**src/rtl/fetch_pkg.sv**
```systemverilog
// Shared types and constants for the instruction-fetch stage.
package fetch_pkg;

  localparam int INSTR_BYTES = 4;
  localparam int FETCH_PC_W = 32;
  localparam int FETCH_INSTR_W = 32;
  localparam logic [31:0] DEFAULT_RESET_VECTOR = 32'h0000_0000;

  typedef struct packed {
    logic [FETCH_PC_W-1:0]    pc;
    logic [FETCH_INSTR_W-1:0] instr;
  } fetch_entry_t;

endpackage

```
**src/rtl/fetch_fifo.sv**
```systemverilog
// Synchronous FIFO of fetch entries; flush wins over push and pop.
module fetch_fifo
  import fetch_pkg::*;
#(
  parameter int DEPTH = 2
) (
  input  logic                       clk,
  input  logic                       rst,
  input  logic                       push,
  input  fetch_entry_t               wr_data,
  input  logic                       pop,
  input  logic                       flush,
  output fetch_entry_t               rd_data,
  output logic [$clog2(DEPTH):0]     count,
  output logic                       full,
  output logic                       empty
);

  localparam int PTR_W = $clog2(DEPTH);
  localparam int CNT_W = PTR_W + 1;

  fetch_entry_t       mem_r [DEPTH];
  logic [PTR_W-1:0]   rd_ptr_r;
  logic [PTR_W-1:0]   wr_ptr_r;
  logic [CNT_W-1:0]   count_r;
  logic               full_s;
  logic               empty_s;
  logic               do_push_s;
  logic               do_pop_s;

  assign full_s    = (count_r == CNT_W'(DEPTH));
  assign empty_s   = (count_r == {CNT_W{1'b0}});
  assign do_push_s = push && (!full_s || pop) && !flush;
  assign do_pop_s  = pop && !empty_s && !flush;

  // Pointer, occupancy and storage update.
  always_ff @(posedge clk) begin
    if (rst) begin
      rd_ptr_r <= {PTR_W{1'b0}};
      wr_ptr_r <= {PTR_W{1'b0}};
      count_r  <= {CNT_W{1'b0}};
      for (int i = 0; i < DEPTH; i++) begin
        mem_r[i] <= '0;
      end
    end else if (flush) begin
      rd_ptr_r <= wr_ptr_r;
      count_r  <= {CNT_W{1'b0}};
    end else begin
      if (do_push_s) begin
        mem_r[wr_ptr_r] <= wr_data;
        wr_ptr_r        <= wr_ptr_r + PTR_W'(1);
      end
      if (do_pop_s) begin
        rd_ptr_r <= rd_ptr_r + PTR_W'(1);
      end
      case ({do_push_s, do_pop_s})
        2'b10:   count_r <= count_r + CNT_W'(1);
        2'b01:   count_r <= count_r - CNT_W'(1);
        default: count_r <= count_r;
      endcase
    end
  end

  // Head entry reads as zero while empty so stale data never leaks out.
  always_comb begin
    rd_data = '0;
    if (empty_s) begin
      rd_data = '0;
    end else begin
      rd_data = mem_r[rd_ptr_r];
    end
  end

  assign count = count_r;
  assign full  = full_s;
  assign empty = empty_s;

endmodule

```
**src/rtl/fetch_unit.sv**
```systemverilog
// Instruction-fetch stage: PC register, fetch FIFO and branch redirect.
// Optional statistics counters are built when FETCH_STATS_EN is defined.
module fetch_unit
  import fetch_pkg::*;
#(
  parameter int                    ADDR_WIDTH   = 32,
  parameter int                    DATA_WIDTH   = 32,
  parameter int                    DEPTH        = 2,
  parameter logic [ADDR_WIDTH-1:0] RESET_VECTOR = ADDR_WIDTH'(DEFAULT_RESET_VECTOR)
) (
  input  logic                  clk,
  input  logic                  rst,
  output logic [ADDR_WIDTH-1:0] imem_addr,
  input  logic [DATA_WIDTH-1:0] imem_rdata,
  output logic                  out_valid,
  input  logic                  out_ready,
  output logic [ADDR_WIDTH-1:0] out_pc,
  output logic [DATA_WIDTH-1:0] out_instr,
  input  logic                  pc_src,
  input  logic [31:0]           imm_op,
  output logic [31:0]           stat_fetches,
  output logic [31:0]           stat_redirects
);

  logic [ADDR_WIDTH-1:0]   fetch_pc_r;
  logic [ADDR_WIDTH-1:0]   target_sum_s;
  logic [ADDR_WIDTH-1:0]   redirect_pc_s;
  fetch_entry_t            wr_entry_s;
  fetch_entry_t            head_s;
  logic [$clog2(DEPTH):0]  fifo_count_s;
  logic                    fifo_full_s;
  logic                    fifo_empty_s;
  logic                    pop_s;
  logic                    redirect_s;
  logic                    push_s;
  logic                    unused_s;

  assign out_valid  = !fifo_empty_s;
  assign pop_s      = out_valid && out_ready;
  assign redirect_s = pop_s && pc_src;
  assign push_s     = (!fifo_full_s || pop_s) && !redirect_s;

  assign imem_addr  = fetch_pc_r;
  assign out_pc     = head_s.pc[ADDR_WIDTH-1:0];
  assign out_instr  = head_s.instr[DATA_WIDTH-1:0];

  // Branch targets are word aligned regardless of the offset's low bits.
  assign target_sum_s  = out_pc + ADDR_WIDTH'(imm_op);
  assign redirect_pc_s = {target_sum_s[ADDR_WIDTH-1:2], 2'b00};

  assign wr_entry_s.pc    = FETCH_PC_W'(fetch_pc_r);
  assign wr_entry_s.instr = FETCH_INSTR_W'(imem_rdata);

  assign unused_s = ^{fifo_count_s, head_s};

  // Program counter: redirect, sequential advance, or hold under backpressure.
  always_ff @(posedge clk) begin
    if (rst) begin
      fetch_pc_r <= RESET_VECTOR;
    end else if (redirect_s) begin
      fetch_pc_r <= redirect_pc_s;
    end else if (push_s) begin
      fetch_pc_r <= fetch_pc_r + ADDR_WIDTH'(INSTR_BYTES);
    end else begin
      fetch_pc_r <= fetch_pc_r;
    end
  end

  fetch_fifo #(
    .DEPTH (DEPTH)
  ) u_fifo (
    .clk     (clk),
    .rst     (rst),
    .push    (push_s),
    .wr_data (wr_entry_s),
    .pop     (pop_s),
    .flush   (redirect_s),
    .rd_data (head_s),
    .count   (fifo_count_s),
    .full    (fifo_full_s),
    .empty   (fifo_empty_s)
  );

`ifdef FETCH_STATS_EN
  logic [31:0] stat_fetches_r;
  logic [31:0] stat_redirects_r;

  // Saturating event counters.
  always_ff @(posedge clk) begin
    if (rst) begin
      stat_fetches_r   <= 32'h0000_0000;
      stat_redirects_r <= 32'h0000_0000;
    end else begin
      if (push_s && (stat_fetches_r != 32'hFFFF_FFFF)) begin
        stat_fetches_r <= stat_fetches_r + 32'h0000_0001;
      end
      if (redirect_s && (stat_redirects_r != 32'hFFFF_FFFF)) begin
        stat_redirects_r <= stat_redirects_r + 32'h0000_0001;
      end
    end
  end

  assign stat_fetches   = stat_fetches_r;
  assign stat_redirects = stat_redirects_r;
`else
  assign stat_fetches   = 32'h0000_0000;
  assign stat_redirects = 32'h0000_0000;
`endif

endmodule
```
**config.mk**
```make
export PLATFORM = sky130hd
export DESIGN_NAME = fetch_unit
export DESIGN_NICKNAME = d
export VERILOG_FILES = /design/src/rtl/fetch_pkg.sv /design/src/rtl/fetch_fifo.sv /design/src/rtl/fetch_unit.sv
export SDC_FILE = /design/constraint.sdc
export NUM_CORES = 1
export LEC_CHECK = 0
export BUFFER_PORTS_ARGS = -buffer_cell sky130_fd_sc_hd__buf_2
export CORE_ASPECT_RATIO = 1.1
export CORE_MARGIN = 5
export CORE_UTILIZATION = 45
export DETAILED_ROUTE_END_ITERATION = 8
export PLACE_DENSITY = 0.74
export SYNTH_ARGS = -nofsm -noshare
export SYNTH_HDL_FRONTEND = slang
export SYNTH_SLANG_ARGS = --single-unit
```
**constraint.sdc**
```tcl
create_clock -name clk -period 19.64 [get_ports clk]
set_input_delay 3.928 -clock clk [delete_from_list [all_inputs] [get_ports clk]]
set_output_delay 3.928 -clock clk [all_outputs]
set_load 0.01 [all_outputs]
```
==> metrics.txt <==
crit-path cells buf_2, nand2b_1, and2_1, nor2_4, and3_2, buf_4, or2_2, buf_4; Die Y 164 um; iteration-0 DRC count of the detailed router 695; Critical R2R Capture u_fifo.mem_r[1][51]$_SDFFCE_PN0P_; CORE AREA 21,200 sq um; met3 usage 4.69%; actual slew at the worst max-slew pin 1.20 ns; CTS resizes 0; pwr/cell area 125 nW/um^2; top cell type by total area after synthesis edfxtp_1; routing usage on met1 25.1%; final worst path period need 7.12 ns; Final GP Congestion 0.923; Synth top area share 38.5%; Yosys cell types 67; top post-synthesis cells by area edfxtp_1 38%, and2_1 8.1%, dfxtp_1 7.2%; Post-Synth Simple-Gate Area 20.1%; Slowest cell on crit path buf_4; most common library cells after synthesis 126 x and2_1, 124 x edfxtp_1, 104 x nor2_1; first-pass GRT wire length 40,200 um; Hold-fix buffers, CTS 0; die area 24,600 sq um; CTS root buffer clkbuf_16; Arrival @ worst endpoint 7.18 ns; Syn-to-layout area delta 13.3%; pre-CTS WS 12.05 ns; # DRC 0; final worst slack 12.53 ns; Avg Cell Area, Syn 9.86 sq um; asr flop ratio synth 0%; CP Capture Type flip-flop; vias in the first global route 7,538; Setup crit end u_fifo.mem_r[1][51]$_SDFFCE_PN0P_; largest family of logic cells by synthesized area simple AND/OR/NAND/NOR gates; worst path required time 19.70 ns; Cell Area, Placed 10,400 sq um; Peak Freq 0.141 GHz; area of the mapped netlist 9680 sq um; clock tree buffer depth 2; antenna violations before repair 1; Tot GR Track Use 20.9%; design area 11,000 sq um; Die X 150 um; M2 GR Usage 36.5%; Final HPWL DP 17,500 um; WHS 0.527 ns; CTS tree yes; Slew HR 19.8%; final WL 25,800 um; Worst R2R Start u_fifo.count[0]$_SDFFE_PP0P_; largest net degree at the start of global routing 65; vias per cell 5.40; Max FO, Critical Path 63; period utilisation layout 36.2%; Initial Utilization 45.6%; htree depth 4; layout cells sized above 1 18.9%; Critical path origin out_ready; max incr delay on CP 0.63 ns; clock sinks 159; ANT nets after route 0; Yosys reg bits 159; most used cell, CP buf_4; max-cap violations 0; RSZ-0062 raised after global routing false; reg-to-reg slack, setup 14.98 ns; CTS Buf Count 17; ys flop type edfxtp_1; Synth Area in Adders 4.34%; final hold violation count 0; Post-CTS Setup Repair Bufs 0; Worst-Skew Late Latency 0.43 ns; Cells after Synth 982; Leak 4.66 nW; mux share of post-synthesis cell area 6.63%; R2R cell count 10; num ports 229; critical path class in -> reg; port bufs 158; # rows 56; via count of the routed design 7,599; clock skew 0.0126 ns; XOR/XNOR share of the synthesized area 2.44%; Tightest Hold Check Type reg -> reg; CP Launch Type input port; EDFF count, synth 124; busiest grt layer met2; Synth Warn # 0; Setup TNS 0 ns; First-pass DRT Iterations 5; ant diodes 0; Slew Viols, Final 0; Seq/Total Area, Yosys 45.7%; final count of negative-setup-slack endpoints 0; GRT overflow 0; Clk pin slew, worst setup/hold paths 0.07 ns; maximum vdd drop 0.0000677 V; Final #Nets 1,204; post-synthesis compound-gate area fraction 12.3%; cell with the most instances after synthesis and2_1; routed len/inst 18.4 um; outcome complete, no violations
## per-stage QoR
step / utilization, % / total power, mW / cells
floorplan: - / 0.888 / 1049
global placement: 49.0 / 1.05 / 1374
detailed placement: 49.0 / 1.06 / 1374
CTS: 51.7 / 1.38 / 1406
global route: 51.7 / 1.46 / 1406
finish: 51.7 / 1.37 / 1406
## how the worst min path moves through the flow
stage / startpoint / depth (start not counted) / slack, ns / endpoint
global placement: u_fifo.count[0]$_SDFFE_PP0P_ / 1 / 0.50 / u_fifo.count[1]$_SDFFE_PP0P_
detailed placement: u_fifo.count[0]$_SDFFE_PP0P_ / 1 / 0.52 / u_fifo.count[1]$_SDFFE_PP0P_
floorplan: u_fifo.count[0]$_SDFFE_PP0P_ / 1 / 0.48 / u_fifo.count[1]$_SDFFE_PP0P_
CTS: u_fifo.count[0]$_SDFFE_PP0P_ / 1 / 0.53 / u_fifo.count[1]$_SDFFE_PP0P_
global route: u_fifo.count[0]$_SDFFE_PP0P_ / 1 / 0.57 / u_fifo.count[1]$_SDFFE_PP0P_
finish: u_fifo.count[0]$_SDFFE_PP0P_ / 1 / 0.53 / u_fifo.count[1]$_SDFFE_PP0P_
## cell usage in the layout (no fill, tap or decap), types with 4 or more instances in the layout
cell type and instances:
nand4_1 14, inv_1 11, o22ai_1 6, a311oi_1 5
mux2i_1 63, inv_6 6, xor2_1 12, nand3_1 27
dfxtp_1 34, ha_1 31, and3_1 15, a31oi_1 12
o211ai_1 8, edfxtp_1 124, clkbuf_16 17, a21o_1 11
nor3_1 14, o21a_1 7, nor4_1 5, o21ai_1 9
o21bai_1 4, a211oi_1 13, buf_2 158, xnor2_1 15
nor2_1 104, o21ai_0 31, a21oi_1 55, buf_4 8
and2_1 126, a41oi_1 5, nand2_1 38, conb_1 68
## registers in the layout, indices dropped and copies added, names as in the netlist, named ones only
signal,cells
imem_addr,30
u_fifo.wr_ptr_r,1
u_fifo.count,2
u_fifo.rd_ptr_r,1
u_fifo.mem_r,124
## per-layer routing
layer	routed length (um)	share of wire, %	vias up
li1	-	-	3627
met1	10100	39	3599
met2	13000	51	327
met3	2030	7.9	44
met4	613	2.4	2
met5	13	0.050	-
## layout make-up
class / count / area (sq um)
clock buffers: 18 / 429
clock inverters: 14 / 130
fillers: 1926 / 10300
inverters: 13 / 48.8
multi-input cells: 746 / 4720
flip-flops and latches: 159 / 4430
well taps: 290 / 363
repair buffers: 166 / 851
## worst max-delay path: cells and delay by family
kind                   cells  cell delay, ns
and+or+nand+nor            5            1.91
buffers and inverters      3            1.28
## where the power goes
| group | leakage [nW] | switching [mW] | total [mW] | internal [mW] |
|---|---|---|---|---|
| clock network | 0.270 | 0.143 | 0.319 | 0.177 |
| logic | 2.76 | 0.349 | 0.536 | 0.187 |
| registers | 1.63 | 0.0475 | 0.519 | 0.472 |
| total | 4.66 | 0.539 | 1.37 | 0.835 |
## logic make-up (layout without fill, tap and decap cells)
| group | Yosys count | after routing |
|---|---|---|
| AOI/OAI and AO/OA | 189 | 189 |
| xor gates and xnor gates | 27 | 27 |
| adders and majority gates | 33 | 33 |
| buffers and inverters | 144 | 211 |
| DFF | 159 | 159 |
| muxes | 64 | 64 |
| other | 1 | 68 |
| and+or+nand+nor | 365 | 365 |
No activity file was read; power rests on OpenSTA's default activity.
